File: src/rtl/uart_sync_fifo.sv
// Single-clock result queue; pointers carry one extra wrap bit so full/empty come from
// comparing the MSBs. The caller only pushes when not full (or popping) and pops when not empty.
module uart_sync_fifo #(
   parameter int WIDTH = 12,
   parameter int DEPTH = 4
) (
   input  logic             clock_i,
   input  logic             reset_i,
   input  logic             push_i,
   input  logic             pop_i,
   input  logic [WIDTH-1:0] wdata_i,
   output logic [WIDTH-1:0] rdata_o,
   output logic             full_o,
   output logic             empty_o
);

   localparam int AW = $clog2(DEPTH);
   localparam logic [AW:0] PTR_ONE = (AW+1)'(1);

   logic [WIDTH-1:0] mem_q [DEPTH];
   logic [AW:0]      wr_q, wr_d;
   logic [AW:0]      rd_q, rd_d;

   assign empty_o = (wr_q == rd_q);
   assign full_o  = (wr_q[AW] != rd_q[AW]) && (wr_q[AW-1:0] == rd_q[AW-1:0]);
   // Masked so an empty queue presents zeros rather than a stale entry.
   assign rdata_o = empty_o ? '0 : mem_q[rd_q[AW-1:0]];

   always_comb begin
      wr_d = push_i ? wr_q + PTR_ONE : wr_q;
      rd_d = pop_i  ? rd_q + PTR_ONE : rd_q;
   end

   always_ff @(posedge clock_i or posedge reset_i) begin
      if (reset_i) begin
         wr_q <= '0;
         rd_q <= '0;
      end else begin
         wr_q <= wr_d;
         rd_q <= rd_d;
      end
   end

   always_ff @(posedge clock_i) begin
      if (push_i) mem_q[wr_q[AW-1:0]] <= wdata_i;
   end

endmodule

File: config.mk
export PLATFORM = sky130hd
export DESIGN_NAME = uart_sync_fifo
export DESIGN_NICKNAME = d
export VERILOG_FILES = /design/src/rtl/uart_sync_fifo.sv
export SDC_FILE = /design/constraint.sdc
export NUM_CORES = 1
export LEC_CHECK = 0
export ABC_AREA = 1
export BUFFER_PORTS_ARGS = -buffer_cell sky130_fd_sc_hd__buf_2
export CORE_MARGIN = 2
export CORE_UTILIZATION = 44
export CTS_BUF_LIST = sky130_fd_sc_hd__clkbuf_8
export DETAILED_ROUTE_END_ITERATION = 10
export HOLD_SLACK_MARGIN = 0.06
export PLACE_DENSITY = 0.62
export SYNTH_ARGS = -nofsm -noshare
export SYNTH_HDL_FRONTEND = slang
export SYNTH_SLANG_ARGS = --single-unit
File: constraint.sdc
create_clock -name clock_i -period 2.3 [get_ports clock_i]
set_input_delay 0 -clock clock_i [delete_from_list [all_inputs] [get_ports clock_i]]
set_output_delay 0 -clock clock_i [all_outputs]
set_load 0.03 [all_outputs]
==> results of run 1 <==
==> metrics by stage <==
stage | setup slack [ps] | util [%]
6_report | 386.1 | 53.85
5_1_grt | 235.4 | 53.85
4_1_cts | 361.6 | 53.85
3_5_place_dp | 641.2 | 49.32
3_3_place_gp | 651.4 | 49.32
2_1_floorplan | 937.3 | -
==> sequential cells by signal, indices dropped and copies added, names as in the netlist <==
| signal | cells |
|---|---|
| mem_q | 48 |
| rd_q | 3 |
| wr_q | 3 |
==> cell usage after synthesis, types with 2 or more instances <==
cell / instances / share of area [%]
sky130_fd_sc_hd__buf_2: 2 / 0.39
sky130_fd_sc_hd__buf_4: 2 / 0.58
sky130_fd_sc_hd__buf_6: 3 / 1.3
sky130_fd_sc_hd__dfrtp_1: 6 / 5.8
sky130_fd_sc_hd__edfxtp_1: 48 / 56
sky130_fd_sc_hd__ha_1: 5 / 2.4
sky130_fd_sc_hd__inv_1: 62 / 9.0
sky130_fd_sc_hd__inv_2: 10 / 1.5
sky130_fd_sc_hd__nand2_1: 76 / 11
sky130_fd_sc_hd__nand2_2: 11 / 2.7
sky130_fd_sc_hd__nand2_4: 2 / 0.87
sky130_fd_sc_hd__nand3_1: 24 / 4.7
sky130_fd_sc_hd__o21ai_0: 2 / 0.39
sky130_fd_sc_hd__xor2_1: 4 / 1.4
==> layer usage <==
| layer | global-route usage [%] | vias up |
|---|---|---|
| met5 | 0 | - |
| li1 | - | 873 |
| met1 | 21.16 | 791 |
| met4 | 7.627 | 0 |
| met3 | 3.820 | 8 |
| met2 | 27.17 | 30 |
==> critical path, delay by kind of cell, from the launching register on <==
| family | cells | cell delay (ps) |
|---|---|---|
| buf+inv | 3 | 400 |
| flops | 1 | 750 |
| simple gates | 4 | 460 |
==> cell type report <==
| cell class | instances | area [sq um] |
|---|---|---|
| Clock buffer | 5 | 68.82 |
| Clock inverter | 2 | 33.78 |
| Fill cell | 536 | 2572 |
| Inverter | 73 | 281.5 |
| Multi-Input combinational cell | 126 | 625.6 |
| Sequential cell | 54 | 1592 |
| Tap cell | 72 | 90.09 |
| Timing Repair Buffer | 46 | 310.3 |
==> cell families (layout without fill, tap and decap cells) <==
family          after synthesis  in the layout  share of synthesized area [%]
xor+xnor                      4              4                          1.357
compound gates                2              2                         0.3878
fa+ha+maj                     5              5                          2.424
buf+inv                      82            126                          14.11
flops                        54             54                          61.66
simple gates                115            115                          20.07
==> power groups by stage <==
stage	combinational [mW]	clock (mW)	sequential [mW]
2_1_floorplan	1.60	0	1.39
5_1_grt	2.17	0.659	1.45
6_report	1.92	0.613	1.42
4_1_cts	1.95	0.625	1.43
3_5_place_dp	1.92	0	1.45
3_3_place_gp	1.90	0	1.44
==> final timing paths <==
kind,slack [ps],end,cells after the start
worst max-delay path,390,rdata_o[10],7
worst min-delay path,150,wr_q[0],3
worst max register to register,670,mem_q[0][0],4
worst min register to register,540,rd_q[2],2
max in group asynchronous,1950,rd_q[0],3
min in group clock_i,440,mem_q[3][1],2
==> timing repair <==
item,in CTS,in global routing
endpoints found under the hold margin,60,0
setup endpoints to repair,0,0
hold buffers,15,0
==> results_tabular.tex, run 1 <==
\begin{tabular}{lr}
\hline
Metric & Value \\
\hline
\multicolumn{2}{l}{\textbf{Run status}} \\
Result of the run & complete, no violations \\
\multicolumn{2}{l}{\textbf{Die}} \\
Die height & 80.59 microns \\
Number of placement rows & 27 \\
Core Footprint & 5574 sq um \\
Total Die Area & 6495 sq um \\
Die boundary width & 80.59 microns \\
Initial standard-cell utilization of the core & 46.31\% \\
I/O pin count & 30 \\
\multicolumn{2}{l}{\textbf{Synthesis}} \\
Count of flip-flops with a built-in enable after synthesis & 48 \\
Post-synthesis cell area & 2581 sq um \\
Post-synthesis area per instance & 9.852 sq um \\
Gate Count Post-Synth & 262 \\
Most used DFF post-synth & sky130\_fd\_sc\_hd\_\_edfxtp\_1 \\
Syn Nets & 283 \\
Share of synthesized area occupied by flip-flops and latches & 61.66\% \\
Number of warnings issued by yosys & 0 \\
Count of cell types in the netlist & 19 \\
Number of storage elements in the synthesis netlist & 54 \\
Proportion of synthesized flip-flops having asynchronous set or reset & 11.11\% \\
\multicolumn{2}{l}{\textbf{CTS}} \\
Clock tree from TritonCTS & yes \\
Buffer cell driving the clock tree root & sky130\_fd\_sc\_hd\_\_clkbuf\_8 \\
Number of buffers added by the clock tree synthesis step & 5 \\
Maximum level of the CTS H-tree & 2 \\
Cts repair resizes & 0 \\
Worst-path clk slew & 90 ps \\
Post-CTS repair timing setup buffer count & 0 \\
Worst-Skew Late Latency & 300 ps \\
Clk sink count & 54 \\
Largest buffer count on any clock path & 2 \\
\multicolumn{2}{l}{\textbf{Drt}} \\
Vias per Instance & 4.503 \\
Uppermost layer routed & met4 \\
Overall routed net length & 4731 microns \\
Number of design rule violations left after detail routing & 0 \\
Met2 layer wire length in the routed design & 2269 microns \\
Met1 WL & 2229 microns \\
Drt pass-1 iters & 5 \\
WL met3 & 148 microns \\
Vias & 1,702 \\
Average routed wire per standard cell & 12.52 microns \\
Number of nets with antenna violations after detailed routing & 0 \\
DRC marker count from the first detailed-route iteration & 68 \\
\multicolumn{2}{l}{\textbf{Global routing}} \\
Initial antenna violation count & 0 \\
Global-route congestion overflow total & 0 \\
Largest net degree at the start of global routing & 26 \\
Global-route wire length before repair & 8031 microns \\
Number of global-route vias before repair & 1,730 \\
All-Layer GR Usage & 16.70\% \\
\multicolumn{2}{l}{\textbf{STA}} \\
Headroom to the max-slew limit & 57.58\% \\
Transition at the pin with the smallest max-transition slack & 635.6 ps \\
Max Fclk & 0.5225 GHz \\
Share of the clock period used by the worst path & 83.21\% \\
Final min period & 1914 ps \\
Final hold violation count & 0 \\
Setup\_tns & 0 ps \\
Final count of pins violating max slew & 0 \\
Setup clock skew after layout & 6.403 ps \\
Setup repair after global routing missed its margin & false \\
Worst hold slack after final layout & 150.7 ps \\
Setup-violating endpoint count in the final report & 0 \\
\multicolumn{2}{l}{\textbf{Cells and area}} \\
Most common library cell in the layout ignoring fill and taps & sky130\_fd\_sc\_hd\_\_nand2\_1 \\
Area delta synth->final & 16.29\% \\
Most frequent cells in the layout & 76 x sky130\_fd\_sc\_hd\_\_nand2\_1, 62 x sky130\_fd\_sc\_hd\_\_inv\_1, 48 x sky130\_fd\_sc\_hd\_\_edfxtp\_1, 29 x sky130\_fd\_sc\_hd\_\_buf\_2, 24 x sky130\_fd\_sc\_hd\_\_nand3\_1 \\
Post-Layout Cell Count & 378 \\
Antenna fix cells & 0 \\
Fraction of layout cells with a size suffix above 1 & 20.26\% \\
Fin area & 3002 sq um \\
Net count of the finished layout & 327 \\
\multicolumn{2}{l}{\textbf{Placement}} \\
HPWL after detailed placement & 2990 microns \\
Area after DPL & 2749 sq um \\
Number of buffers inserted by port buffering & 29 \\
GPL Wtd Cong & 0.7808 \\
Placed cells & 356 \\
\multicolumn{2}{l}{\textbf{Critical path}} \\
Worst setup path startpoint & rd\_q[0] \\
Startpoint-to-endpoint class of the critical path & reg -> out \\
Worst setup EP type & output pin \\
Worst R2R Start & wr\_q[0] \\
Worst Path Required & 2300 ps \\
Data arrival time of the critical path & 1910 ps \\
Worst-path cell chain & inv\_8 -> nand2\_4 -> nand2\_4 -> nand3\_4 -> nand2\_2 -> inv\_2 -> buf\_2 \\
Largest stage delay on the critical path & 750 ps \\
Worst path slowest cell & sky130\_fd\_sc\_hd\_\_dfrtp\_1 \\
Worst path most repeated cell & sky130\_fd\_sc\_hd\_\_nand2\_4 \\
Biggest fanout along the worst timing path & 25 \\
Type of origin of the critical path & flop \\
\multicolumn{2}{l}{\textbf{Min path}} \\
Class of the most critical hold timing path & in -> async \\
\multicolumn{2}{l}{\textbf{Job}} \\
Max-cap viol count & 0 \\
\multicolumn{2}{l}{\textbf{Power}} \\
Peak supply drop & 0.5967 mV \\
Net Sw Power & 1.769 mW \\
Power Dens Cells & 1319 nW/um\^{}2 \\
Portion of total power attributed to combinational logic & 48.6\% \\
Clock network fraction of total power & 15.5\% \\
Total Power Consumption & 3.961 mW \\
Pint & 2.192 mW \\
Switching Share & 44.66\% \\
Standby leakage power & 1.511 nW \\
Sequential group share of total power & 36.0\% \\
\hline
\end{tabular}
Note: power is estimated with default switching activity, not from simulation.
==> run 2: changes to the inputs <==
--- a/config.mk
+++ b/config.mk
@@ -12,7 +12,7 @@
 export CTS_BUF_LIST = sky130_fd_sc_hd__clkbuf_8
 export DETAILED_ROUTE_END_ITERATION = 10
 export HOLD_SLACK_MARGIN = 0.06
-export PLACE_DENSITY = 0.62
+export PLACE_DENSITY = 0.64
 export SYNTH_ARGS = -nofsm -noshare
 export SYNTH_HDL_FRONTEND = slang
 export SYNTH_SLANG_ARGS = --single-unit
==> constraint.sdc (replaced) <==
create_clock -name clock_i -period 1.67 [get_ports clock_i]
set_input_delay 0 -clock clock_i [delete_from_list [all_inputs] [get_ports clock_i]]
set_output_delay 0 -clock clock_i [all_outputs]
set_load 0.03 [all_outputs]
==> run 2 against run 1 <==
  * Global-route usage decreased by 0.39 points
  * Sequential power is 37% higher
  * Count of clock-buffer cells in the layout unchanged
  * Cell area up 2.5%
  * Power increased by 42%
  * Worst setup slack lost 300 ps
  * Critical path type unchanged
  * Via count is 0.12% lower
  * Wire length up 0.38%
  * Sequential share of layout area is 1.2 points lower
  * Critical endpoint is now rdata_o[9]
  * First-iteration DRC count grew 60%
==> results_tabular.tex, run 2 (same netlist as run 1, synthesis figures left out) <==
\begin{tabular}{lr}
\hline
Metric & Value \\
\hline
\multicolumn{2}{l}{\textbf{CTS}} \\
Buffer cell driving the clock tree root & sky130\_fd\_sc\_hd\_\_clkbuf\_8 \\
Worst-Skew Late Latency & 300 ps (about the same) \\
Largest buffer count on any clock path & 2 (unchanged) \\
Worst-path clk slew & 90 ps (about the same) \\
Clk sink count & 54 (unchanged) \\
Number of buffers added by the clock tree synthesis step & 5 (unchanged) \\
Clock tree from TritonCTS & yes \\
Maximum level of the CTS H-tree & 2 (unchanged) \\
Post-CTS repair timing setup buffer count & 0 (unchanged) \\
\multicolumn{2}{l}{\textbf{Critical path}} \\
Type of origin of the critical path & flop \\
Buffers and inverters on the worst path & 3 (unchanged) \\
Worst Reg2Reg Path Length in Cells & 5 (+1) \\
Largest stage delay on the critical path & 480 ps (-270 ps) \\
Reg-to-Reg End & mem\_q[0][6] \\
Worst-path cell chain & inv\_4 -> nand2\_1 -> nand2\_2 -> nand3\_4 -> nand2\_2 -> inv\_2 -> buf\_2 \\
Cell class contributing the biggest share of worst-path delay & flip-flops \\
Worst Path Required & 1670 ps (-630 ps) \\
Worst R2R Start & wr\_q[0] \\
Worst setup EP type & output pin \\
Worst path slowest cell & sky130\_fd\_sc\_hd\_\_dfrtp\_2 \\
Setup slack on the worst flop-to-flop path & 250 ps (-420 ps) \\
Worst path most repeated cell & sky130\_fd\_sc\_hd\_\_nand2\_2 \\
Startpoint-to-endpoint class of the critical path & reg -> out \\
Biggest fanout along the worst timing path & 8 (-68\%) \\
Data arrival time of the critical path & 1590 ps (-320 ps) \\
\multicolumn{2}{l}{\textbf{Die}} \\
Total Die Area & 6495 sq um (unchanged) \\
Number of placement rows & 27 (unchanged) \\
Initial standard-cell utilization of the core & 46.31\% (unchanged) \\
Die height & 80.59 microns (unchanged) \\
Die boundary width & 80.59 microns (unchanged) \\
Core Footprint & 5574 sq um (unchanged) \\
I/O pin count & 30 (unchanged) \\
\multicolumn{2}{l}{\textbf{STA}} \\
Setup-violating endpoint count in the final report & 0 (unchanged) \\
Transition at the pin with the smallest max-transition slack & 276.1 ps (-359.5 ps) \\
Final count of pins violating max slew & 0 (unchanged) \\
Final hold violation count & 0 (unchanged) \\
Setup clock skew after layout & 7.340 ps (+0.9376 ps) \\
Headroom to the max-slew limit & 81.55\% (+24 points) \\
Setup repair after global routing missed its margin & true \\
Share of the clock period used by the worst path & 94.92\% \\
Final min period & 1585 ps \\
Max Fclk & 0.6308 GHz \\
\multicolumn{2}{l}{\textbf{Cells and area}} \\
Fin util & 55.17\% (+1.3 points) \\
Filler Cell Count & 521 (-2.8\%) \\
Most frequent cells in the layout & 76 x sky130\_fd\_sc\_hd\_\_nand2\_1, 62 x sky130\_fd\_sc\_hd\_\_inv\_1, 48 x sky130\_fd\_sc\_hd\_\_edfxtp\_1, 29 x sky130\_fd\_sc\_hd\_\_buf\_2, 24 x sky130\_fd\_sc\_hd\_\_nand3\_1 \\
Flip-flop and latch area & 1594 sq um (+0.16\%) \\
Area occupied by multi-input gates & 643.1 sq um (+2.8\%) \\
Fraction of layout cells with a size suffix above 1 & 23.25\% (+3.0 points) \\
Max reg flops & 48 (unchanged) \\
Area delta synth->final & 19.15\% \\
Most common library cell in the layout ignoring fill and taps & sky130\_fd\_sc\_hd\_\_nand2\_1 \\
Net count of the finished layout & 334 (+2.1\%) \\
Antenna fix cells & 0 (unchanged) \\
\multicolumn{2}{l}{\textbf{Power}} \\
Power Dens Cells & 1833 nW/um\^{}2 (+39\%) \\
Standby leakage power & 1.548 nW (+2.5\%) \\
Total Power Consumption & 5.637 mW (+42\%) \\
Peak supply drop & 1.052 mV (+76\%) \\
\multicolumn{2}{l}{\textbf{Placement}} \\
Number of buffers inserted by port buffering & 29 (unchanged) \\
GPL Wtd Cong & 0.7794 (-0.18\%) \\
HPWL after detailed placement & 3006 microns (+0.55\%) \\
\multicolumn{2}{l}{\textbf{Global routing}} \\
Number of global-route vias before repair & 1,594 (-7.9\%) \\
Initial antenna violation count & 0 (unchanged) \\
Global-route congestion overflow total & 0 (unchanged) \\
Global-route wire length before repair & 7700 microns (-4.1\%) \\
All-Layer GR Usage & 16.30\% (-0.39 points) \\
Largest net degree at the start of global routing & 26 (unchanged) \\
\multicolumn{2}{l}{\textbf{Drt}} \\
DRC marker count from the first detailed-route iteration & 109 (+60\%) \\
Overall routed net length & 4749 microns (+0.38\%) \\
Average routed wire per standard cell & 12.30 microns (-1.7\%) \\
Vias per Instance & 4.404 (-2.2\%) \\
Number of nets with antenna violations after detailed routing & 0 (unchanged) \\
Vias & 1,700 (-0.12\%) \\
Number of design rule violations left after detail routing & 0 (unchanged) \\
Drt pass-1 iters & 4 (-1) \\
\multicolumn{2}{l}{\textbf{Min path}} \\
Class of the most critical hold timing path & in -> async \\
\multicolumn{2}{l}{\textbf{Job}} \\
Max-cap viol count & 0 (unchanged) \\
\multicolumn{2}{l}{\textbf{Run status}} \\
Result of the run & complete, no violations \\
\hline
\end{tabular}
==> run 2: changes by cell type in the layout (fill, tap and decap cells not counted), moves of 2 or more <==
cell                       change
sky130_fd_sc_hd__buf_4         +6
sky130_fd_sc_hd__dfrtp_1       -2
sky130_fd_sc_hd__clkinv_2      +2
sky130_fd_sc_hd__dfrtp_2       +2
==> run 2: layout make-up <==
| cell class | count | share of cell area (%) |
|---|---|---|
| Multi-Input combinational cell | 127 | 20.91 |
| Sequential cell | 54 | 51.83 |
| Timing Repair Buffer | 52 | 11.55 |
| Clock buffer | 5 | 2.238 |
| Tap cell | 72 | 2.929 |
| Inverter | 73 | 9.235 |
| Clock inverter | 3 | 1.302 |
==> run 2: stage by stage <==
step | setup TNS, ps | instance area, sq um | setup slack, ps | hold WS (ps) | cells
4_1_cts | 0 | 3072 | 15.13 | 143.2 | 386
2_1_floorplan | 0 | 2581 | 307.3 | -209.0 | 262
5_1_grt | -2.914 | 3075 | -2.914 | 176.1 | 386
3_3_place_gp | 0 | 2794 | 266.9 | -64.07 | 362
6_report | 0 | 3075 | 84.76 | 150.5 | 386
3_5_place_dp | 0 | 2794 | 266.8 | -64.06 | 362
==> run 2: worst reg2reg max path: cells and delay by family (launching register included) <==
kind / cells / cell delay (ps)
buffers and inverters: 3 / 430
adder cells (fa/ha/maj): 1 / 160
flip-flops: 1 / 460
AND/OR/NAND/NOR: 1 / 50
==> run 2: per-layer routing <==
layer,share of wire [%],vias up,global-route usage (%)
met5,0,-,0
met4,1.1,0,6.610
met1,45,772,20.28
met3,3.5,4,3.371
met2,50,34,27.67
li1,-,890,-
==> run 2: how the worst max path moves through the flow <==
stage / start / end / slack [ps] / cells after the start
after floorplan: wr_q[0] / mem_q[0][0] / 310 / 4
after global placement: wr_q[0] / mem_q[2][5] / 270 / 5
after detailed placement: wr_q[0] / mem_q[0][5] / 270 / 5
after CTS: rd_q[1] / rdata_o[9] / 20 / 7
after global routing: rd_q[1] / rdata_o[11] / -3 / 7
final: rd_q[1] / rdata_o[9] / 80 / 7
==> run 2: what timing repair did <==
item	in CTS	in global routing
pin swaps	0	0
setup endpoints to repair	13	12
resized for setup	2	2
endpoints found under the hold margin	60	0
hold buffers	15	0
gates cloned	1	0
==> run 2: power breakdown <==
group | internal, mW | switching, mW | leakage (nW) | total [mW]
Clock | 0.442 | 0.416 | 0.0579 | 0.858
Sequential | 1.79 | 0.159 | 0.510 | 1.95
Combinational | 0.876 | 1.95 | 0.981 | 2.83
